[src/rtl/ext_intf_transmitter.sv]
// ext_intf_transmitter: initiator-side bridge from a single-word SCx master to
// the external link. Each access is serialised into 16-bit request beats
// (header, address high/low, and for writes data high/low). The block then
// collects 8-bit response beats and completes the access with read data, a
// fault flag or a timeout.
//
// Handshake rule shared by both link directions: a beat moves in the cycle
// where the sender's VALID and the receiver's ACK are both 1. A sender holds
// VALID and its payload stable until that cycle.
module ext_intf_transmitter #(
    parameter int unsigned TIMEOUT = 16
) (
    input  logic        CLK,
    input  logic        RST,
    input  logic        SCx_REQ,
    input  logic        SCx_WT,
    input  logic [3:0]  SCx_BE,
    input  logic [31:0] SCx_ADDR,
    input  logic [31:0] SCx_WDT,
    output logic        SCx_nWAIT,
    output logic        SCx_FAULT,
    output logic        SCx_TimeOut,
    output logic [31:0] SCx_RDT,
    output logic        Ext_TRANS_VALID,
    output logic [15:0] Ext_TRANS_DATA,
    input  logic        Ext_TRANS_ACK,
    input  logic        Ext_RESP_VALID,
    input  logic        Ext_RESP_RESP,
    input  logic [7:0]  Ext_RESP_DATA,
    output logic        Ext_RESP_ACK
);

    typedef enum logic [2:0] {
        IDLE   = 3'd0,
        HDR    = 3'd1,
        ADDR_H = 3'd2,
        ADDR_L = 3'd3,
        WDT_H  = 3'd4,
        WDT_L  = 3'd5,
        RESP   = 3'd6,
        DONE   = 3'd7
    } state_t;

    // Stall limit as a counter value; only meaningful when TIMEOUT != 0.
    localparam logic [15:0] TO_LIM = 16'(TIMEOUT);

    state_t      state_q, state_d;

    // Captured access
    logic        cap_wt_q, cap_wt_d;
    logic [3:0]  cap_be_q, cap_be_d;
    logic [31:0] cap_addr_q, cap_addr_d;
    logic [31:0] cap_wdt_q, cap_wdt_d;

    // Registered link outputs
    logic        trans_valid_q, trans_valid_d;
    logic [15:0] trans_data_q, trans_data_d;
    logic        resp_ack_q, resp_ack_d;

    // Response collection
    logic [1:0]  beat_cnt_q, beat_cnt_d;
    logic        fault_q, fault_d;
    logic [31:0] acc_q, acc_d;

    // Stall counter
    logic [15:0] to_cnt_q, to_cnt_d;

    // SCx result registers, loaded on entry to DONE
    logic        res_fault_q, res_fault_d;
    logic        res_to_q, res_to_d;
    logic [31:0] res_rdt_q, res_rdt_d;

    logic        trans_xfer;
    logic        resp_xfer;
    logic        busy;
    logic        to_hit;

    assign trans_xfer = trans_valid_q & Ext_TRANS_ACK;
    assign resp_xfer  = resp_ack_q & Ext_RESP_VALID;
    assign busy       = (state_q != IDLE) && (state_q != DONE);
    // The counter only gets this far after TIMEOUT consecutive stalled cycles,
    // because every beat transfer clears it.
    assign to_hit     = (TIMEOUT != 0) && busy && (to_cnt_q == TO_LIM);

    // Next-state, capture, response assembly, timeout and link-output logic
    always_comb begin
        state_d     = state_q;
        cap_wt_d    = cap_wt_q;
        cap_be_d    = cap_be_q;
        cap_addr_d  = cap_addr_q;
        cap_wdt_d   = cap_wdt_q;
        beat_cnt_d  = beat_cnt_q;
        fault_d     = fault_q;
        acc_d       = acc_q;
        to_cnt_d    = to_cnt_q;
        res_fault_d = res_fault_q;
        res_to_d    = res_to_q;
        res_rdt_d   = res_rdt_q;

        case (state_q)
            IDLE: begin
                if (SCx_REQ) begin
                    cap_wt_d   = SCx_WT;
                    cap_be_d   = SCx_BE;
                    cap_addr_d = SCx_ADDR;
                    cap_wdt_d  = SCx_WDT;
                    beat_cnt_d = 2'd0;
                    fault_d    = 1'b0;
                    acc_d      = 32'h0;
                    to_cnt_d   = 16'h0;
                    state_d    = HDR;
                end
            end
            HDR:    if (trans_xfer) state_d = ADDR_H;
            ADDR_H: if (trans_xfer) state_d = ADDR_L;
            ADDR_L: if (trans_xfer) state_d = cap_wt_q ? WDT_H : RESP;
            WDT_H:  if (trans_xfer) state_d = WDT_L;
            WDT_L:  if (trans_xfer) state_d = RESP;
            RESP: begin
                if (resp_xfer) begin
                    fault_d    = fault_q | Ext_RESP_RESP;
                    acc_d      = {acc_q[23:0], Ext_RESP_DATA};
                    beat_cnt_d = beat_cnt_q + 2'd1;
                    // Writes finish on their single beat, reads on the fourth.
                    if (cap_wt_q || (beat_cnt_q == 2'd3)) begin
                        state_d = DONE;
                    end
                end
            end
            DONE:    state_d = IDLE;
            default: state_d = IDLE;
        endcase

        // Stall counting while the access is on the link.
        if (busy) begin
            to_cnt_d = (trans_xfer || resp_xfer) ? 16'h0 : to_cnt_q + 16'd1;
        end

        // An expired stall budget aborts the access regardless of progress.
        if (to_hit) begin
            state_d = DONE;
        end

        // Results are latched once, on the way into DONE.
        if ((state_d == DONE) && (state_q != DONE)) begin
            if (to_hit) begin
                res_to_d    = 1'b1;
                res_fault_d = 1'b0;
                res_rdt_d   = 32'h0;
            end else begin
                res_to_d    = 1'b0;
                res_fault_d = fault_d;
                res_rdt_d   = cap_wt_q ? 32'h0 : acc_d;
            end
        end

        // Link outputs are registered, so they are derived from the next state.
        trans_valid_d = state_d inside {HDR, ADDR_H, ADDR_L, WDT_H, WDT_L};
        resp_ack_d    = (state_d == RESP);
        case (state_d)
            HDR:     trans_data_d = {cap_wt_d, 11'b0, cap_be_d};
            ADDR_H:  trans_data_d = cap_addr_d[31:16];
            ADDR_L:  trans_data_d = cap_addr_d[15:0];
            WDT_H:   trans_data_d = cap_wdt_d[31:16];
            WDT_L:   trans_data_d = cap_wdt_d[15:0];
            default: trans_data_d = trans_data_q;
        endcase
    end

    // State and datapath registers with synchronous reset
    always_ff @(posedge CLK) begin
        if (RST) begin
            state_q       <= IDLE;
            cap_wt_q      <= 1'b0;
            cap_be_q      <= 4'h0;
            cap_addr_q    <= 32'h0;
            cap_wdt_q     <= 32'h0;
            trans_valid_q <= 1'b0;
            trans_data_q  <= 16'h0;
            resp_ack_q    <= 1'b0;
            beat_cnt_q    <= 2'd0;
            fault_q       <= 1'b0;
            acc_q         <= 32'h0;
            to_cnt_q      <= 16'h0;
            res_fault_q   <= 1'b0;
            res_to_q      <= 1'b0;
            res_rdt_q     <= 32'h0;
        end else begin
            state_q       <= state_d;
            cap_wt_q      <= cap_wt_d;
            cap_be_q      <= cap_be_d;
            cap_addr_q    <= cap_addr_d;
            cap_wdt_q     <= cap_wdt_d;
            trans_valid_q <= trans_valid_d;
            trans_data_q  <= trans_data_d;
            resp_ack_q    <= resp_ack_d;
            beat_cnt_q    <= beat_cnt_d;
            fault_q       <= fault_d;
            acc_q         <= acc_d;
            to_cnt_q      <= to_cnt_d;
            res_fault_q   <= res_fault_d;
            res_to_q      <= res_to_d;
            res_rdt_q     <= res_rdt_d;
        end
    end

    // nWAIT is combinational so it drops in the cycle the request first appears.
    assign SCx_nWAIT       = ((state_q == IDLE) && !SCx_REQ) || (state_q == DONE);
    assign SCx_FAULT       = res_fault_q;
    assign SCx_TimeOut     = res_to_q;
    assign SCx_RDT         = res_rdt_q;
    assign Ext_TRANS_VALID = trans_valid_q;
    assign Ext_TRANS_DATA  = trans_data_q;
    assign Ext_RESP_ACK    = resp_ack_q;

endmodule

[config.mk]
export PLATFORM = sky130hd
export DESIGN_NAME = ext_intf_transmitter
export DESIGN_NICKNAME = d
export VERILOG_FILES = /design/src/rtl/ext_intf_transmitter.sv
export SDC_FILE = /design/constraint.sdc
export NUM_CORES = 1
export LEC_CHECK = 0
export BUFFER_PORTS_ARGS = -buffer_cell sky130_fd_sc_hd__buf_4
export CORE_MARGIN = 10
export CORE_UTILIZATION = 45
export CTS_CLUSTER_SIZE = 14
export DETAILED_ROUTE_END_ITERATION = 10
export GPL_ROUTABILITY_DRIVEN = 0
export MAX_ROUTING_LAYER = met4
export PLACE_DENSITY = 0.7
export SLEW_MARGIN = 20
export SYNTH_ARGS = -nofsm -noshare
export SYNTH_HDL_FRONTEND = slang
export SYNTH_SLANG_ARGS = --single-unit
[constraint.sdc]
create_clock -name CLK -period 2.28 [get_ports CLK]
set_input_delay 0.342 -clock CLK [delete_from_list [all_inputs] [get_ports CLK]]
set_output_delay 0.342 -clock CLK [all_outputs]
set_load 0.02 [all_outputs]
==> results of run 1 <==
worst max path at each step:
stage / from / endpoint
after detailed placement: state_q[1] / Ext_TRANS_DATA[1]
after global placement: state_q[1] / Ext_TRANS_DATA[2]
after CTS: to_cnt_q[0] / Ext_TRANS_DATA[1]
after floorplan: state_q[1] / Ext_TRANS_DATA[4]
final: beat_cnt_q[0] / Ext_TRANS_DATA[1]
after global routing: to_cnt_q[0] / Ext_TRANS_DATA[1]
where the power goes:
part | switching, mW | internal [mW]
Combinational | 0.475 | 0.373
Sequential | 0.0696 | 3.17
Clock | 1.30 | 1.57
Total | 1.85 | 5.11
stage by stage:
| step | total power, mW | hold slack [ps] | setup TNS [ps] |
|---|---|---|---|
| after floorplan | 3.76 | 434 | 0 |
| after global placement | 4.11 | 445 | -461 |
| after detailed placement | 4.12 | 448 | -1260 |
| after CTS | 6.98 | 148 | 0 |
| after global routing | 7.22 | 155 | -39.5 |
| final | 6.96 | 152 | 0 |
worst max-delay path, stage by stage, from the launching register on:
cell,delay (ps)
sky130_fd_sc_hd__dfxtp_1,330
sky130_fd_sc_hd__ha_1,190
sky130_fd_sc_hd__or2_2,310
sky130_fd_sc_hd__nor4b_4,160
sky130_fd_sc_hd__a31oi_2,320
sky130_fd_sc_hd__nor2_2,140
sky130_fd_sc_hd__o221a_2,290
sky130_fd_sc_hd__a2111o_1,380
metal layers:
layer  wire [um]  track usage [%]  share of wire (%)
met5           0                -                  0
met4         246             5.81                1.2
met3        1030             3.48                5.1
met2        9310             28.4                 46
met1        9490             24.9                 47
flip-flops by register name, summed over array words and instances, names as in the netlist, 2 cells and up:
register	cells
Ext_TRANS_DATA	16
beat_cnt_q	2
cap_wdt_q	32
cap_be_q	4
cap_addr_q	32
SCx_RDT	32
acc_q	32
state_q	3
to_cnt_q	16
layout make-up:
| class | count | area (um^2) | share of cell area (%) |
|---|---|---|---|
| Multi-Input combinational cell | 619 | 3370 | 36.4 |
| Tap cell | 211 | 264 | 2.86 |
| Timing Repair Buffer | 189 | 1490 | 16.2 |
| Inverter | 5 | 18.8 | 0.203 |
| Sequential cell | 175 | 3510 | 38.0 |
| Clock inverter | 14 | 150 | 1.62 |
| Clock buffer | 18 | 439 | 4.75 |
cell families (layout without fill, tap and decap cells):
kind of cell | after synthesis | count (layout) | share of synthesized area, %
compound gates | 199 | 199 | 17.7
mux | 26 | 26 | 3.66
simple gates | 390 | 390 | 24.6
buf+inv | 66 | 226 | 4.09
xor+xnor | 1 | 1 | 0.123
flops | 175 | 175 | 49.3
fa+ha+maj | 3 | 3 | 0.528
what timing repair did:
action                                  in CTS  in global routing
buffers inserted                             2                  8
gates resized for setup                      5                 11
pin swaps                                    1                  5
endpoints found under the setup margin      13                 16
cloned                                       0                  0
layout by cell type (no fill, tap or decap), types with 6 or more instances in the layout:
master and n:
sky130_fd_sc_hd__mux2i_1 26, sky130_fd_sc_hd__dfxtp_1 171, sky130_fd_sc_hd__o21ai_0 9, sky130_fd_sc_hd__buf_4 183
sky130_fd_sc_hd__nand3_1 43, sky130_fd_sc_hd__o221a_1 6, sky130_fd_sc_hd__a21oi_1 129, sky130_fd_sc_hd__nand2_1 175
sky130_fd_sc_hd__a2111o_1 12, sky130_fd_sc_hd__o221a_2 6, sky130_fd_sc_hd__clkbuf_16 17, sky130_fd_sc_hd__nor2_1 101
sky130_fd_sc_hd__nor3_1 18, sky130_fd_sc_hd__buf_12 6
==> flow_summary.toml, run 1 <==
[outcome]
run_status = "completed"

[clocking]
cts.reportedPaths.clkPinSlew_ps = 70
tritoncts_clock_tree = "built"
cts_inserted_buffers = 17
worstSkewPairLatency_ps = 430
cts-hold-fix-buffers = 0
cts.sink_count = 175
clk_path_buf_depth = 2
cts_root_buf = "sky130_fd_sc_hd__clkbuf_16"
ctsHtreeMaxLevel = 4

[drt]
iteration_0_drc_count_of_the_detailed_router = 618
drc = 0
average_vias_per_placed_instance = 5.34
vias_after_detailed_routing = 6578
ant_nets = 0
drtPass1Iterations = 5
wl_per_cell_um = 16.3
route.final.wire_length_um = 20100

[yosys]
postSynth.asyncResetShare_pct = 0
netlist_instances = 860
synth_top_cells_by_area = "sky130_fd_sc_hd__dfxtp_1 49%, sky130_fd_sc_hd__nand2_1 9.3%, sky130_fd_sc_hd__a21oi_1 9.1%, sky130_fd_sc_hd__nor2_1 5.5%, sky130_fd_sc_hd__mux2i_1 3.7%"
synth_area_leader_cell = "sky130_fd_sc_hd__dfxtp_1"
yosys.area.top_type_share_pct = 49.3
synth.distinct_cells = 61
count_of_flip_flops_with_a_built_in_enable_after_synthesis = 0
yosysMostFrequentCell = "sky130_fd_sc_hd__nand2_1"
synth-seq-cells = 175
avgSynthCellArea_um2 = 8.26
synthesis.area_um2 = 7100
synthFlopType = "sky130_fd_sc_hd__dfxtp_1"
yosysSeqAreaShare_pct = 49.3
netlist_top_cells_count = "176 x sky130_fd_sc_hd__nand2_1, 175 x sky130_fd_sc_hd__dfxtp_1, 129 x sky130_fd_sc_hd__a21oi_1"
synth.net_count = 946
ys_warn_count = 0

[floorplanning]
dieHeight_um = 146
dieArea_um2 = 21200
num_rows = 45
core-area_um2 = 15300
initial_utilization_pct = 46.4
fp.dieW_um = 146
boundaryPins = 136

[layout]
finalNonFillerCells = 1231
filler_cell_count = 1405
fin_area_um2 = 9250
post_route_cells_drive_above_1_share_pct = 25.4
fin_util_pct = 60.4
n_antenna_cell = 0
num-nets-final = 1093
flow.area_growth_from_synthesis_pct = 30.1

[timing]
timing.clock.skew_ps = 11.1
timing_hold_violations_final = 0
layout_setup_ws_ps = 46.2
max_fclk_mhz = 448
max_transition_margin_pct = 57.6
rsz0062_at_grt = "true"
count_of_final_max_slew_check_failures = 0
finalCriticalPeriod_ps = 2230
worst_pin_slew_ps = 635
post-route-period-util_pct = 98.0
final-setup-viol-count = 0

[setup_path]
setup.reg_to_reg.worst_slack_ps = 50
path_max_fanout = 6
end_kind = "register"
critPathLaunchType = "register"
worst_r2r_path_depth = 7
worst_path_arrival_time_ps = 2540
worstReg2RegEnd = "Ext_TRANS_DATA[1]"
critPathKind = "reg2reg"
critPathRequiredTime_ps = 2590
r2r-start = "beat_cnt_q[0]"

[worst_hold_path]
whs_endpoint = "cap_addr_q[24]"
timing.hold.worst.class = "in2reg"
worstHoldStart = "SCx_ADDR[24]"
timing.hold.worst_path_depth = 3

[pwr]
power.density_cell_area_nw_per_um2 = 753
vdd_drop_max_uv = 617
p_leak_nw = 3.73

[global_routing]
maximum_number_of_pins_on_one_net_before_global_route_repair = 54
initial_antenna_violation_count = 0
grt_pass1_vias = 6226
global_route.usage.total_pct = 18.8
grt_pass1_wl_um = 32300
overflow = 0

[place]
post-place-ws_ps = -122
placement.io_buffers = 135
numPlacedInstances = 1191
place_area_um2 = 8540
dp.final_hpwl_um = 13900

[run]
maxCapViolations = 0
No activity file was read; power rests on OpenSTA's default activity.
==> run 2, diff against run 1 <==
--- a/config.mk
+++ b/config.mk
@@ -7,12 +7,12 @@
 export LEC_CHECK = 0
 export BUFFER_PORTS_ARGS = -buffer_cell sky130_fd_sc_hd__buf_4
 export CORE_MARGIN = 10
-export CORE_UTILIZATION = 45
+export CORE_UTILIZATION = 50
 export CTS_CLUSTER_SIZE = 14
 export DETAILED_ROUTE_END_ITERATION = 10
 export GPL_ROUTABILITY_DRIVEN = 0
 export MAX_ROUTING_LAYER = met4
-export PLACE_DENSITY = 0.7
+export PLACE_DENSITY = 0.76
 export SLEW_MARGIN = 20
 export SYNTH_ARGS = -nofsm -noshare
 export SYNTH_HDL_FRONTEND = slang
==> run 2 against run 1 <==
Compared with the run above: clock power hardly changed; register-to-register slack hardly changed; final area is 0.73% lower; setup slack worse by 7.0 ps; global-route usage is 1.4 points higher; power is 0.36% lower; routed wire length is 0.70% higher; die area is 8.7% lower; critical endpoint is now Ext_TRANS_DATA[13]; largest power group unchanged; highest routed layer unchanged.
==> flow_summary.toml, run 2 (synthesis gave the netlist of run 1 again) <==
[setup_path]
path_max_fanout = 11
family_with_the_most_delay_on_the_worst_path = "simple AND/OR/NAND/NOR gates"
worst-path-buf-inv = 1
critPathLaunchType = "register"
critPathKind = "reg2reg"
worst_path_arrival_time_ps = 2600
end_kind = "register"
critical_path.max_stage_delay_ps = 530
path_cells = "or3_1, buf_4, nand4_2, nor2b_1, o22ai_1, nor3_1, a221o_1"
critPathRequiredTime_ps = 2640
setup.reg_to_reg.worst_slack_ps = 40
highest_delay_cell_along_the_critical_path = "sky130_fd_sc_hd__nor2b_1"

[drt]
vias_after_detailed_routing = 6686
average_vias_per_placed_instance = 5.59
route.final.wire_length_um = 20200
ant_nets = 0
iteration_0_drc_count_of_the_detailed_router = 434
drc = 0
wl_per_cell_um = 16.9
drtPass1Iterations = 5

[pwr]
power.density_cell_area_nw_per_um2 = 756
total_power_mw = 6.94
p_seq_share_pct = 46.7
combinationalPowerShare_pct = 12.2
swShare_pct = 24.9
vdd_drop_max_uv = 482
p_leak_nw = 3.73
clkPwrFrac_pct = 41.0
cell_internal_pwr_mw = 5.21
switching_power_mw = 1.73

[clocking]
cts_root_buf = "sky130_fd_sc_hd__clkbuf_16"
ctsHtreeMaxLevel = 4
worstSkewPairLatency_ps = 430
cts.sink_count = 175
tritoncts_clock_tree = "built"
clk_path_buf_depth = 2
cts.reportedPaths.clkPinSlew_ps = 60
cts_inserted_buffers = 17

[global_routing]
grt_pass1_wl_um = 32000
globalRoute.busiestLayer = "met2"
global_route.usage.total_pct = 20.2
met1_capacity_usage_during_global_routing_pct = 25.3
grt.met2_usage_pct = 31.4
grt_pass1_vias = 6331
initial_antenna_violation_count = 0
maximum_number_of_pins_on_one_net_before_global_route_repair = 76
overflow = 0
groute.layer.met3.usage_pct = 4.38

[timing]
layout_setup_ws_ps = 39.2
post-route-period-util_pct = 98.3
max_fclk_mhz = 446
timing_hold_violations_final = 0
max_transition_margin_pct = 48.1
finalCriticalPeriod_ps = 2240
worst_pin_slew_ps = 778
count_of_final_max_slew_check_failures = 0
rsz0062_at_grt = "true"
final.hold.worst_slack_ps = 161
final-setup-viol-count = 0
timing.clock.skew_ps = 8.66

[place]
placement.io_buffers = 135
numPlacedInstances = 1158
post-place-ws_ps = -95.7
dp.final_hpwl_um = 13800

[floorplanning]
core-area_um2 = 13900
dieHeight_um = 139
initial_utilization_pct = 51.2
fp.dieW_um = 139
boundaryPins = 136
dieArea_um2 = 19400
num_rows = 43

[layout]
n_antenna_cell = 0
flow.area_growth_from_synthesis_pct = 29.2
layout_commonest_cell = "sky130_fd_sc_hd__buf_4"
finalNonFillerCells = 1196
num-nets-final = 1091
leading_cell_types_in_the_layout_fill_and_taps_excluded = "179 x sky130_fd_sc_hd__buf_4, 175 x sky130_fd_sc_hd__nand2_1, 171 x sky130_fd_sc_hd__dfxtp_1, 129 x sky130_fd_sc_hd__a21oi_1, 102 x sky130_fd_sc_hd__nor2_1"
post_route_cells_drive_above_1_share_pct = 24.9

[run]
maxCapViolations = 0

[outcome]
run_status = "completed"

[worst_hold_path]
timing.hold.worst.class = "in2reg"
run 2: changes by cell type in the layout (fill, tap and decap cells not counted), sizes merged:
cell / change
clkinvlp: -1
buf: -2
inv: -5
clkbuf: +3
bufinv: +1
run 2: power by group through the flow:
stage | logic [mW] | clock network, mW | registers, mW
CTS | 0.823 | 2.88 | 3.24
detailed placement | 0.811 | 0 | 3.30
global placement | 0.803 | 0 | 3.30
finish | 0.846 | 2.85 | 3.24
floorplan | 0.453 | 0 | 3.31
global route | 0.919 | 3.00 | 3.25
run 2: worst register-to-register path, cell delays in order, from the launching register on:
cell and delay (ps):
sky130_fd_sc_hd__dfxtp_2 390, sky130_fd_sc_hd__or3_1 450, sky130_fd_sc_hd__buf_4 170, sky130_fd_sc_hd__nand4_2 80, sky130_fd_sc_hd__nor2b_1 530, sky130_fd_sc_hd__o22ai_1 170, sky130_fd_sc_hd__nor3_1 250, sky130_fd_sc_hd__a221o_1 150
run 2: cell type report:
| type | instances | area (um^2) |
|---|---|---|
| clock buffer | 21 | 460 |
| clock inverter | 9 | 111 |
| fill | 1189 | 4700 |
| inverter | 5 | 18.8 |
| multi-input combinational | 619 | 3370 |
| sequential | 175 | 3510 |
| tap | 180 | 225 |
| timing repair buffer | 187 | 1480 |
run 2: worst paths after layout:
| path | startpoint | endpoint | cells after the start |
|---|---|---|---|
| hold reg to reg | cap_addr_q[10] | cap_addr_q[10] | 2 |
| setup / recovery | state_q[1] | Ext_TRANS_DATA[13] | 7 |
| hold / removal | SCx_ADDR[11] | cap_addr_q[11] | 3 |
| setup reg to reg | state_q[1] | Ext_TRANS_DATA[13] | 7 |
run 2: through the flow:
| stage | utilization [%] | setup TNS (ps) | area (um^2) |
|---|---|---|---|
| floorplan | - | 0 | 7100 |
| global placement | 61.2 | -355 | 8490 |
| detailed placement | 61.2 | -808 | 8490 |
| CTS | 65.6 | 0 | 9100 |
| global route | 66.1 | -150 | 9180 |
| finish | 66.1 | 0 | 9180 |
run 2: timing repair:
action,CTS,global route
endpoints found under the setup margin,14,19
pin swaps,2,8
gates cloned,0,1
setup buffers,3,6
hold buffers,0,0
gates resized for setup,2,15
run 2: layer usage:
metal / part of all wire, % / wire (um)
met5: 0 / 0
met4: 2.3 / 474
met2: 48 / 9650
met3: 6.1 / 1240
met1: 44 / 8850
==> run 3, diff against run 2 <==
--- a/config.mk
+++ b/config.mk
@@ -6,6 +6,7 @@
 export NUM_CORES = 1
 export LEC_CHECK = 0
 export BUFFER_PORTS_ARGS = -buffer_cell sky130_fd_sc_hd__buf_4
+export CORE_ASPECT_RATIO = 0.9
 export CORE_MARGIN = 10
 export CORE_UTILIZATION = 50
 export CTS_CLUSTER_SIZE = 14
==> run 3 against run 2 <==
Compared with the run above: register-to-register slack improved by 20 ps; first-iteration DRC count increased by 38%; non-clock buffer count decreased by 3; sequential power about the same; clock power increased by 4%; combinational power decreased by 2%; via count decreased by 1.4%; die area about the same; clock skew increased by 3.5 ps; global-route usage increased by 0.27 points; critical endpoint is now Ext_TRANS_DATA[3]; largest power group unchanged.
==> flow_summary.toml, run 3 (synthesis gave the netlist of run 1 again) <==
[layout]
area.sequential_um2 = 3500
filler_cell_count = 1200
post_route_cells_drive_above_1_share_pct = 24.3
n_antenna_cell = 0
num-nets-final = 1088
leading_cell_types_in_the_layout_fill_and_taps_excluded = "178 x sky130_fd_sc_hd__buf_4, 175 x sky130_fd_sc_hd__nand2_1, 174 x sky130_fd_sc_hd__dfxtp_1, 129 x sky130_fd_sc_hd__a21oi_1, 102 x sky130_fd_sc_hd__nor2_1"
multi_input_area_um2 = 3360
flow.area_growth_from_synthesis_pct = 29.3
layout_commonest_cell = "sky130_fd_sc_hd__buf_4"
finalNonFillerCells = 1208

[floorplanning]
num_rows = 41
dieArea_um2 = 19400
initial_utilization_pct = 50.9
dieHeight_um = 133
boundaryPins = 136
fp.dieW_um = 146
core-area_um2 = 14000

[clocking]
worstSkewPairLatency_ps = 430
clk_path_buf_depth = 2
cts.reportedPaths.clkPinSlew_ps = 70
tritoncts_clock_tree = "built"
cts_inserted_buffers = 17
cts.sink_count = 175
cts-hold-fix-buffers = 0
ctsHtreeMaxLevel = 4
cts_root_buf = "sky130_fd_sc_hd__clkbuf_16"

[setup_path]
end_kind = "register"
worst_path_arrival_time_ps = 2530
critPathRequiredTime_ps = 2590
critPathLaunchType = "register"
path_max_fanout = 6
critPathKind = "reg2reg"

[drt]
drtPass1Iterations = 5
iteration_0_drc_count_of_the_detailed_router = 597
ant_nets = 0
route.final.wire_length_um = 19700
drc = 0
wl_per_cell_um = 16.3
average_vias_per_placed_instance = 5.46
vias_after_detailed_routing = 6590

[global_routing]
global_route.usage.total_pct = 20.4
initial_antenna_violation_count = 0
maximum_number_of_pins_on_one_net_before_global_route_repair = 52
overflow = 0
grt_pass1_wl_um = 32200
grt_pass1_vias = 6305

[timing]
count_of_final_max_slew_check_failures = 0
final.hold.worst_slack_ps = 159
post-route-period-util_pct = 97.3
final_setup_tns_ps = 0
final-setup-viol-count = 0
timing_hold_violations_final = 0
finalCriticalPeriod_ps = 2220
worst_pin_slew_ps = 518
max_transition_margin_pct = 65.5
timing.clock.skew_ps = 12.2
max_fclk_mhz = 451

[pwr]
power.density_cell_area_nw_per_um2 = 765
vdd_drop_max_uv = 585
p_leak_nw = 3.72

[place]
numPlacedInstances = 1171
placement.io_buffers = 135
dp.final_hpwl_um = 13800

[run]
maxCapViolations = 0

[outcome]
run_status = "completed"

[worst_hold_path]
timing.hold.worst.class = "in2reg"
[run 3: cell count changes in the layout (fill, tap and decap cells not counted), sizes merged]
cell | before | now
inv | 5 | 6
bufinv | 2 | 3
clkinvlp | 2 | 4
buf | 187 | 184
clkbuf | 21 | 19
[run 3: layout make-up]
type	instances	area share (%)
clock buffer	19	4.82
clock inverter	13	1.76
inverter	5	0.204
multi-input combinational	619	36.6
sequential	175	38.2
tap	193	2.63
timing repair buffer	184	15.9
[run 3: critical path, cell delays in order, from the launching register on]
cell,delay [ps]
sky130_fd_sc_hd__dfxtp_2,320
sky130_fd_sc_hd__inv_1,50
sky130_fd_sc_hd__ha_1,120
sky130_fd_sc_hd__or3b_4,380
sky130_fd_sc_hd__nor4_4,280
sky130_fd_sc_hd__and2_4,250
sky130_fd_sc_hd__nor4_4,60
sky130_fd_sc_hd__buf_4,170
sky130_fd_sc_hd__o221a_2,120
sky130_fd_sc_hd__a2111o_1,370
[run 3: final timing paths]
check                start                end  slack [ps]  cells after the start
max            to_cnt_q[0]  Ext_TRANS_DATA[3]          60                      9
min             SCx_WDT[1]       cap_wdt_q[1]         160                      3
max reg2reg    to_cnt_q[0]  Ext_TRANS_DATA[3]          60                      9
min reg2reg  cap_addr_q[1]      cap_addr_q[1]         460                      2
[run 3: repair_timing]
item / CTS / global route
endpoints found under the setup margin: 16 / 17
cloned: 0 / 0
pin swaps: 0 / 4
buffers inserted: 0 / 5
resized for setup: 2 / 7
[run 3: per-layer routing]
| layer | wire (um) | global-route usage, % | up-vias |
|---|---|---|---|
| li1 | - | - | 3265 |
| met1 | 9370 | 27.0 | 3058 |
| met2 | 8870 | 30.3 | 244 |
| met3 | 1210 | 4.67 | 23 |
| met4 | 255 | 6.68 | 0 |
| met5 | 0 | - | - |
[run 3: report_power, final]
group	internal (mW)	switching, mW	leakage (nW)
clock	1.75	1.21	0.286
sequential	3.17	0.0688	1.42
combinational	0.361	0.466	2.01
[run 3: through the flow]
step | setup slack, ps | total power, mW | util, % | instance area (um^2)
after floorplan | 123 | 3.76 | - | 7100
after global placement | 3.31 | 4.10 | 61.0 | 8510
after detailed placement | -36.6 | 4.11 | 61.0 | 8510
after CTS | 18.5 | 7.03 | 65.3 | 9120
after global routing | -35.3 | 7.28 | 65.8 | 9190
final | 60.9 | 7.03 | 65.8 | 9190
